## src/rtl/inst_constraint_pkg.sv

```systemverilog
// Shared types and encodings for the instruction legality monitor.
// Optional MUL support is selected with the INST_CONSTRAINT_MUL_EN macro.
package inst_constraint_pkg;

    typedef enum logic [2:0] {
        CLS_NONE   = 3'd0,
        CLS_ALU_R  = 3'd1,
        CLS_ALU_I  = 3'd2,
        CLS_MEM    = 3'd3,
        CLS_BRANCH = 3'd4,
        CLS_JUMP   = 3'd5,
        CLS_UPPER  = 3'd6,
        CLS_NOP    = 3'd7
    } inst_class_e;

    localparam int NUM_CLASSES = 8;

    localparam logic [6:0] OP_R      = 7'b0110011;
    localparam logic [6:0] OP_I      = 7'b0010011;
    localparam logic [6:0] OP_LOAD   = 7'b0000011;
    localparam logic [6:0] OP_STORE  = 7'b0100011;
    localparam logic [6:0] OP_BRANCH = 7'b1100011;
    localparam logic [6:0] OP_JAL    = 7'b1101111;
    localparam logic [6:0] OP_JALR   = 7'b1100111;
    localparam logic [6:0] OP_LUI    = 7'b0110111;
    localparam logic [6:0] OP_AUIPC  = 7'b0010111;
    localparam logic [6:0] OP_NOP    = 7'b1111111;

    localparam logic [6:0] F7_BASE = 7'b0000000;
    localparam logic [6:0] F7_ALT  = 7'b0100000;
    localparam logic [6:0] F7_MUL  = 7'b0000001;

    function automatic logic reg_ok(input logic [4:0] r, input int limit);
        return int'({27'd0, r}) < limit;
    endfunction

endpackage

```

## src/rtl/inst_classify.sv

```systemverilog
// Combinational single-lane decoder: instruction class plus legality.
// INST_CONSTRAINT_MUL_EN enables MUL/MULH/MULHSU/MULHU as legal ALU_R.
module inst_classify
    import inst_constraint_pkg::*;
#(
    parameter int REG_LIMIT    = 32,
    parameter int MEM_RESTRICT = 0
) (
    input  logic [31:0]  inst,
    output inst_class_e  inst_class,
    output logic         allowed
);

    logic [6:0] opcode;
    logic [2:0] funct3;
    logic [6:0] funct7;
    logic [4:0] rd;
    logic [4:0] rs1;
    logic [4:0] rs2;
    logic       mul_legal;
    logic       mem_ok;
    logic       regs_ok;

    assign opcode = inst[6:0];
    assign rd     = inst[11:7];
    assign funct3 = inst[14:12];
    assign rs1    = inst[19:15];
    assign rs2    = inst[24:20];
    assign funct7 = inst[31:25];

`ifdef INST_CONSTRAINT_MUL_EN
    assign mul_legal = (funct7 == F7_MUL) && !funct3[2];
`else
    assign mul_legal = 1'b0;
`endif

    // QED memory rule: base register x0 and a small positive offset only
    assign mem_ok = (MEM_RESTRICT == 0) || ((rs1 == 5'd0) && (inst[31:30] == 2'b00));

    always_comb begin
        inst_class = CLS_NONE;
        regs_ok    = 1'b1;
        case (opcode)
            OP_R: begin
                if ((funct7 == F7_BASE) ||
                    ((funct7 == F7_ALT) && ((funct3 == 3'b000) || (funct3 == 3'b101))) ||
                    mul_legal)
                    inst_class = CLS_ALU_R;
                regs_ok = reg_ok(rd, REG_LIMIT) && reg_ok(rs1, REG_LIMIT) && reg_ok(rs2, REG_LIMIT);
            end
            OP_I: begin
                case (funct3)
                    3'b001:  if (funct7 == F7_BASE) inst_class = CLS_ALU_I;
                    3'b101:  if ((funct7 == F7_BASE) || (funct7 == F7_ALT)) inst_class = CLS_ALU_I;
                    default: inst_class = CLS_ALU_I;
                endcase
                regs_ok = reg_ok(rd, REG_LIMIT) && reg_ok(rs1, REG_LIMIT);
            end
            OP_LOAD: begin
                if (funct3 == 3'b010) inst_class = CLS_MEM;
                regs_ok = reg_ok(rd, REG_LIMIT) && mem_ok;
            end
            OP_STORE: begin
                if (funct3 == 3'b010) inst_class = CLS_MEM;
                regs_ok = reg_ok(rs2, REG_LIMIT) && mem_ok;
            end
            OP_BRANCH: begin
                if ((funct3 != 3'b010) && (funct3 != 3'b011)) inst_class = CLS_BRANCH;
            end
            OP_JAL:  inst_class = CLS_JUMP;
            OP_JALR: if (funct3 == 3'b000) inst_class = CLS_JUMP;
            OP_LUI, OP_AUIPC: inst_class = CLS_UPPER;
            OP_NOP:  inst_class = CLS_NOP;
            default: inst_class = CLS_NONE;
        endcase
    end

    // A register-limit failure keeps the decoded class but clears legality
    assign allowed = (inst_class != CLS_NONE) && regs_ok;

endmodule

```

## src/rtl/inst_constraint_mon.sv

```systemverilog
// Multi-lane instruction legality monitor: registered per-lane results,
// saturating statistics and a sticky first-violation record (INST_CONSTRAINT_MUL_EN).
module inst_constraint_mon
    import inst_constraint_pkg::*;
#(
    parameter int LANES        = 2,
    parameter int REG_LIMIT    = 32,
    parameter int MEM_RESTRICT = 0,
    parameter int CNT_W        = 16
) (
    input  logic                   clk,
    input  logic                   reset,
    input  logic                   clear,
    input  logic [LANES-1:0]       inst_valid,
    input  logic [32*LANES-1:0]    inst,
    output logic [LANES-1:0]       out_valid,
    output logic [3*LANES-1:0]     out_class,
    output logic [LANES-1:0]       out_allowed,
    output logic                   illegal_seen,
    output logic [31:0]            first_bad_inst,
    output logic [1:0]             first_bad_lane,
    output logic [CNT_W-1:0]       first_bad_cycle,
    output logic [8*CNT_W-1:0]     class_cnt,
    output logic [CNT_W-1:0]       illegal_cnt
);

    inst_class_e lane_class [LANES];
    logic [LANES-1:0] lane_ok;

    generate
        for (genvar gi = 0; gi < LANES; gi++) begin : g_lane
            inst_classify #(
                .REG_LIMIT    (REG_LIMIT),
                .MEM_RESTRICT (MEM_RESTRICT)
            ) u_classify (
                .inst       (inst[32*gi +: 32]),
                .inst_class (lane_class[gi]),
                .allowed    (lane_ok[gi])
            );
        end
    endgenerate

    logic [LANES-1:0]                       valid_q,   valid_d;
    logic [3*LANES-1:0]                     class_q,   class_d;
    logic [LANES-1:0]                       allowed_q, allowed_d;
    logic                                   seen_q,    seen_d;
    logic [31:0]                            bad_inst_q, bad_inst_d;
    logic [1:0]                             bad_lane_q, bad_lane_d;
    logic [CNT_W-1:0]                       bad_cycle_q, bad_cycle_d;
    logic [CNT_W-1:0]                       cycle_q,   cycle_d;
    logic [NUM_CLASSES-1:0][CNT_W-1:0]      cnt_q,     cnt_d;
    logic [CNT_W-1:0]                       ill_q,     ill_d;

    logic [2:0] cls_inc [NUM_CLASSES];
    logic [2:0] ill_inc;
    logic       found;

    // Increment is at most LANES (<= 4), so one carry bit detects overflow
    function automatic logic [CNT_W-1:0] sat_add(input logic [CNT_W-1:0] a, input logic [2:0] b);
        logic [CNT_W:0] s;
        s = {1'b0, a} + {{(CNT_W-2){1'b0}}, b};
        return s[CNT_W] ? {CNT_W{1'b1}} : s[CNT_W-1:0];
    endfunction

    always_comb begin
        valid_d     = inst_valid;
        class_d     = '0;
        allowed_d   = '0;
        seen_d      = seen_q;
        bad_inst_d  = bad_inst_q;
        bad_lane_d  = bad_lane_q;
        bad_cycle_d = bad_cycle_q;
        cycle_d     = cycle_q;
        cnt_d       = cnt_q;
        ill_d       = ill_q;
        ill_inc     = '0;
        found       = 1'b0;
        for (int c = 0; c < NUM_CLASSES; c++) cls_inc[c] = '0;

        for (int l = 0; l < LANES; l++) begin
            if (inst_valid[l]) begin
                class_d[3*l +: 3] = lane_class[l];
                allowed_d[l]      = lane_ok[l];
                if (lane_ok[l]) cls_inc[lane_class[l]] = cls_inc[lane_class[l]] + 3'd1;
                else            ill_inc = ill_inc + 3'd1;
            end
        end

        if (clear) begin
            seen_d      = 1'b0;
            bad_inst_d  = '0;
            bad_lane_d  = '0;
            bad_cycle_d = '0;
            cycle_d     = '0;
            cnt_d       = '0;
            ill_d       = '0;
        end else begin
            cycle_d = sat_add(cycle_q, 3'd1);
            ill_d   = sat_add(ill_q, ill_inc);
            for (int c = 0; c < NUM_CLASSES; c++) cnt_d[c] = sat_add(cnt_q[c], cls_inc[c]);
            // Lowest-index illegal lane wins; record is frozen once set
            for (int l = 0; l < LANES; l++) begin
                if (inst_valid[l] && !lane_ok[l] && !seen_q && !found) begin
                    found       = 1'b1;
                    bad_inst_d  = inst[32*l +: 32];
                    bad_lane_d  = 2'(l);
                    bad_cycle_d = cycle_q;
                end
            end
            seen_d = seen_q | found;
        end
    end

    always_ff @(posedge clk or posedge reset) begin
        if (reset) begin
            valid_q     <= '0;
            class_q     <= '0;
            allowed_q   <= '0;
            seen_q      <= 1'b0;
            bad_inst_q  <= '0;
            bad_lane_q  <= '0;
            bad_cycle_q <= '0;
            cycle_q     <= '0;
            cnt_q       <= '0;
            ill_q       <= '0;
        end else begin
            valid_q     <= valid_d;
            class_q     <= class_d;
            allowed_q   <= allowed_d;
            seen_q      <= seen_d;
            bad_inst_q  <= bad_inst_d;
            bad_lane_q  <= bad_lane_d;
            bad_cycle_q <= bad_cycle_d;
            cycle_q     <= cycle_d;
            cnt_q       <= cnt_d;
            ill_q       <= ill_d;
        end
    end

    assign out_valid       = valid_q;
    assign out_class       = class_q;
    assign out_allowed     = allowed_q;
    assign illegal_seen    = seen_q;
    assign first_bad_inst  = bad_inst_q;
    assign first_bad_lane  = bad_lane_q;
    assign first_bad_cycle = bad_cycle_q;
    assign class_cnt       = cnt_q;
    assign illegal_cnt     = ill_q;

endmodule

```

## config.mk

```make
export PLATFORM = sky130hd
export DESIGN_NAME = inst_constraint_mon
export DESIGN_NICKNAME = d
export VERILOG_FILES = /design/src/rtl/inst_constraint_pkg.sv /design/src/rtl/inst_classify.sv /design/src/rtl/inst_constraint_mon.sv
export SDC_FILE = /design/constraint.sdc
export NUM_CORES = 1
export LEC_CHECK = 0
export CAP_MARGIN = 20
export CORE_UTILIZATION = 54
export DETAILED_ROUTE_END_ITERATION = 12
export GPL_TIMING_DRIVEN = 0
export PLACE_DENSITY = 0.86
export SYNTH_ARGS = -nofsm -noshare
export SYNTH_HDL_FRONTEND = slang
export SYNTH_SLANG_ARGS = --single-unit
```

## constraint.sdc

```tcl
create_clock -name clk -period 18.8 [get_ports clk]
set_clock_uncertainty 0.15 [all_clocks]
set_input_delay 3.76 -clock clk [delete_from_list [all_inputs] [get_ports clk]]
set_output_delay 3.76 -clock clk [all_outputs]
set_load 0.01 [all_outputs]
```

==> flow_summary_export.csv <==
group,metric,value,unit
floorplan,core-area,0.02036,mm2
job,cap_violations,0,
placed_design,io_buffer_count,270,
timing,fin_crit,8673,ps
setup_path,critPathRequiredTime,19070,ps
floorplan,io_pins,274,
power_and_ir_drop,switchingPower,244.8,uW
min_path,min_path_type,"reg2reg",
finish,n_antenna_cell,0,
setup_path,critical_path_class,"in2reg",
global_route,grt_overflow,0,
clock_tree,cts_sinks,220,
min_path,hold_path_startpoint,"first_bad_inst[29]",
power_and_ir_drop,internal_power,793.4,uW
clock_tree,insertion_delay,510,ps
power_and_ir_drop,finalPower,1038,uW
detailed_routing,drc,0,
clock_tree,cts_resized,0,
setup_path,end_kind,"flop",
timing,rsz0062_at_grt,"false",
detailed_routing,drtPass1Iterations,5,
global_route,antenna_found_initial,0,
synthesis,synth_area_per_cell,10.08,um2
power_and_ir_drop,cellPowerDensity,68.70,mW/mm2
synthesis,synth-edff-count,0,
clock_tree,htreeDepth,1,
detailed_routing,drtAntennaViolNets,0,
setup_path,worst-path-max-fanout,10,
timing,hold-worst-slack,338.5,ps
placed_design,place.gp.congestion,0.8679,
power_and_ir_drop,sw_frac_of_total,23.58,%
global_route,grt_max_degree,118,
floorplan,rows,52,
clock_tree,cts_max_path_buffers,3,
power_and_ir_drop,power_frac_comb,9.4,%
clock_tree,cts_tree,"built",
detailed_routing,drt_iter0_markers,510,
finish,drive_gt1_share,5.098,%
run_status,outcome,"complete, no violations",
timing,worst_pin_slew,897.5,ps
detailed_routing,via_count,9744,
timing,slew_headroom,40.17,%
global_route,grt_pass1_vias,9573,
synthesis,synthCells,1121,
timing,slew_viol_final,0,
power_and_ir_drop,leakage,0.006186,uW
synthesis,async_flop_share,100.0,%
setup_path,cp.arrival,8940,ps
floorplan,dieArea,0.02150,mm2
clock_tree,clkTransAtPathRegs,60,ps
detailed_routing,via_per_inst,5.725,
timing,finalCritPeriodShare,46.13,%
timing,finalSetupTns,0,ps
floorplan,die_w,146.6,um
clock_tree,cts_made_buffers,24,
synthesis,synth_seq_area_share,48.73,%
clock_tree,postCtsSetupBuffers,0,
placed_design,hpwl,22310,um
finish,fill_cells,1443,
detailed_routing,drt_wl_total,31230,um
global_route,grt_usage,29.09,%
synthesis,ys_types,64,
detailed_routing,routedWlPerCell,18.35,um
timing,clock.fmax,0.1153,GHz
synthesis,yosys_warnings,0,
finish,syn2layout_area_growth,33.76,%
power_and_ir_drop,peakVddDrop,0.00005542,V
timing,setup_violations,0,
synthesis,synth.cell_area,0.01130,mm2
global_route,grt_pass1_wl,50270,um
synthesis,synthFlopType,"dfrtp_1",
power_and_ir_drop,power_frac_seq,47.2,%
finish,fin_nets,1518,
timing,finalHoldViolations,0,
power_and_ir_drop,pwr-share-clk,43.5,%
clock_tree,postCtsHoldBufs,0,
synthesis,synth.ff_latch_count,220,
floorplan,initial_core_util,55.48,%
setup_path,startpoint_type,"input pin",
clock_tree,root_buffer,"clkbuf_16",
setup_path,startpoint,"inst[3]",
floorplan,die_h,146.6,um
setup_path,r2r_start,"class_cnt[96]",
==> flip-flops by register name, summed over array words and instances (netlist names) <==
name and cells:
illegal_cnt 16, first_bad_lane 1, out_allowed 2, class_cnt 128
illegal_seen 1, first_bad_cycle 16, first_bad_inst 32, out_valid 2
out_class 6, cycle_q 16
==> cell usage in the layout (no fill, tap or decap), drive strengths merged, types with 12 or more instances in the layout <==
| cell type | Yosys | routed |
|---|---|---|
| clkbuf | 35 | 71 |
| nand2 | 85 | 85 |
| xor2 | 62 | 62 |
| mux2i | 42 | 42 |
| xnor2 | 51 | 51 |
| o2bb2ai | 32 | 32 |
| inv | 39 | 39 |
| ha | 20 | 20 |
| nor2 | 75 | 75 |
| clkdlybuf4s50 | 0 | 270 |
| dfrtp | 220 | 220 |
| nand4 | 19 | 19 |
| nor2b | 12 | 12 |
| a22o | 16 | 16 |
| buf | 18 | 19 |
| a21oi | 151 | 151 |
| nor3 | 25 | 25 |
| nand3 | 53 | 53 |
| and3 | 30 | 30 |
==> cell usage after synthesis (all sizes together), types with 3 or more instances <==
cell type | n | area share [%]
or3 | 10 | 0.55
nor3b | 6 | 0.40
ha | 20 | 2.2
and2 | 8 | 0.44
and3 | 30 | 1.7
o2bb2ai | 32 | 2.5
xor2 | 62 | 4.8
inv | 39 | 1.3
nand2b | 9 | 0.50
a21oi | 151 | 6.7
nand2 | 85 | 2.9
nand3 | 53 | 2.3
mux2i | 42 | 3.7
a211oi | 7 | 0.47
nor3 | 25 | 1.2
dfrtp | 220 | 49
and3b | 4 | 0.31
nand4 | 19 | 1.1
xnor2 | 51 | 4.0
fa | 9 | 1.6
o21ai | 11 | 0.59
clkbuf | 35 | 1.2
nor2 | 75 | 2.5
or2 | 8 | 0.44
o211ai | 3 | 0.20
a21o | 5 | 0.33
a22o | 16 | 1.2
buf | 18 | 1.1
and4b | 6 | 0.53
or4 | 3 | 0.27
o2111ai | 3 | 0.23
nor2b | 12 | 0.66
nand3b | 8 | 0.53
a31oi | 10 | 0.55
o21a | 3 | 0.20
==> cell families after synthesis <==
group	Yosys count	synth area share [%]
mux	42	3.721
simple gates	370	17.20
other cells	2	0.06647
xor+xnor	113	8.760
flops	220	48.73
buf+inv	92	3.588
compound gates	253	14.13
fa+ha+maj	29	3.809
==> final timing paths <==
kind / end / slack (ps) / cells past startpoint
min in group asynchronous: first_bad_cycle[7] / 3670 / 2
worst min register to register: first_bad_inst[29] / 340 / 1
worst max register to register: class_cnt[106] / 15790 / 10
max in group asynchronous: class_cnt[20] / 13780 / 3
worst min-delay path: first_bad_inst[29] / 340 / 1
worst max-delay path: class_cnt[106] / 10130 / 18
==> metal layers <==
metal	up-vias	part of all wire [%]	track usage [%]	routed length, um
li1	4559	-	-	-
met1	4824	42	38.80	13200
met2	308	49	48.86	15350
met3	53	6.5	5.375	2034
met4	0	2.1	7.500	641
met5	-	0	0	0
==> worst max-delay path, stage by stage <==
cell and delay, ps:
clkdlybuf4s50_1 520, and4bb_1 420, nand3b_1 140, or3b_4 450
and3_4 190, buf_6 130, or4_4 500, o21ai_4 110
nor2_2 70, or3_1 420, fa_1 450, nor2_1 210
and3_1 240, and4_1 260, nor2b_1 300, nand4_1 250
clkbuf_1 300, a21oi_1 210
==> layout make-up <==
| cell class | instances | area [um2] | area share [%] |
|---|---|---|---|
| Sequential cell | 220 | 5505 | 36.43 |
| Multi-Input combinational cell | 811 | 5395 | 35.70 |
| Timing Repair Buffer | 271 | 2730 | 18.06 |
| Clock buffer | 36 | 696.9 | 4.611 |
| Tap cell | 270 | 337.8 | 2.235 |
| Buffer | 53 | 259.0 | 1.714 |
| Inverter | 39 | 153.9 | 1.018 |
| Clock inverter | 2 | 35.03 | 0.2318 |
==> through the flow <==
stage	instance area, um2	cells	util, %	worst slack [ps]
floorplan	11310	1123	-	8869
global placement	14350	1663	70.45	6022
detailed placement	14380	1664	70.62	9719
CTS	15110	1702	74.21	10230
global route	15110	1702	74.21	9903
finish	15110	1702	74.21	10130
==> power by group through the flow <==
| stage | clock, uW | sequential, uW | combinational [uW] |
|---|---|---|---|
| global placement | 0 | 498 | 93.5 |
| global route | 478 | 491 | 106 |
| floorplan | 0 | 501 | 42.4 |
| finish | 451 | 490 | 97.3 |
| detailed placement | 0 | 498 | 96.7 |
| CTS | 458 | 490 | 97.6 |
No activity file was read; power rests on OpenSTA's default activity.
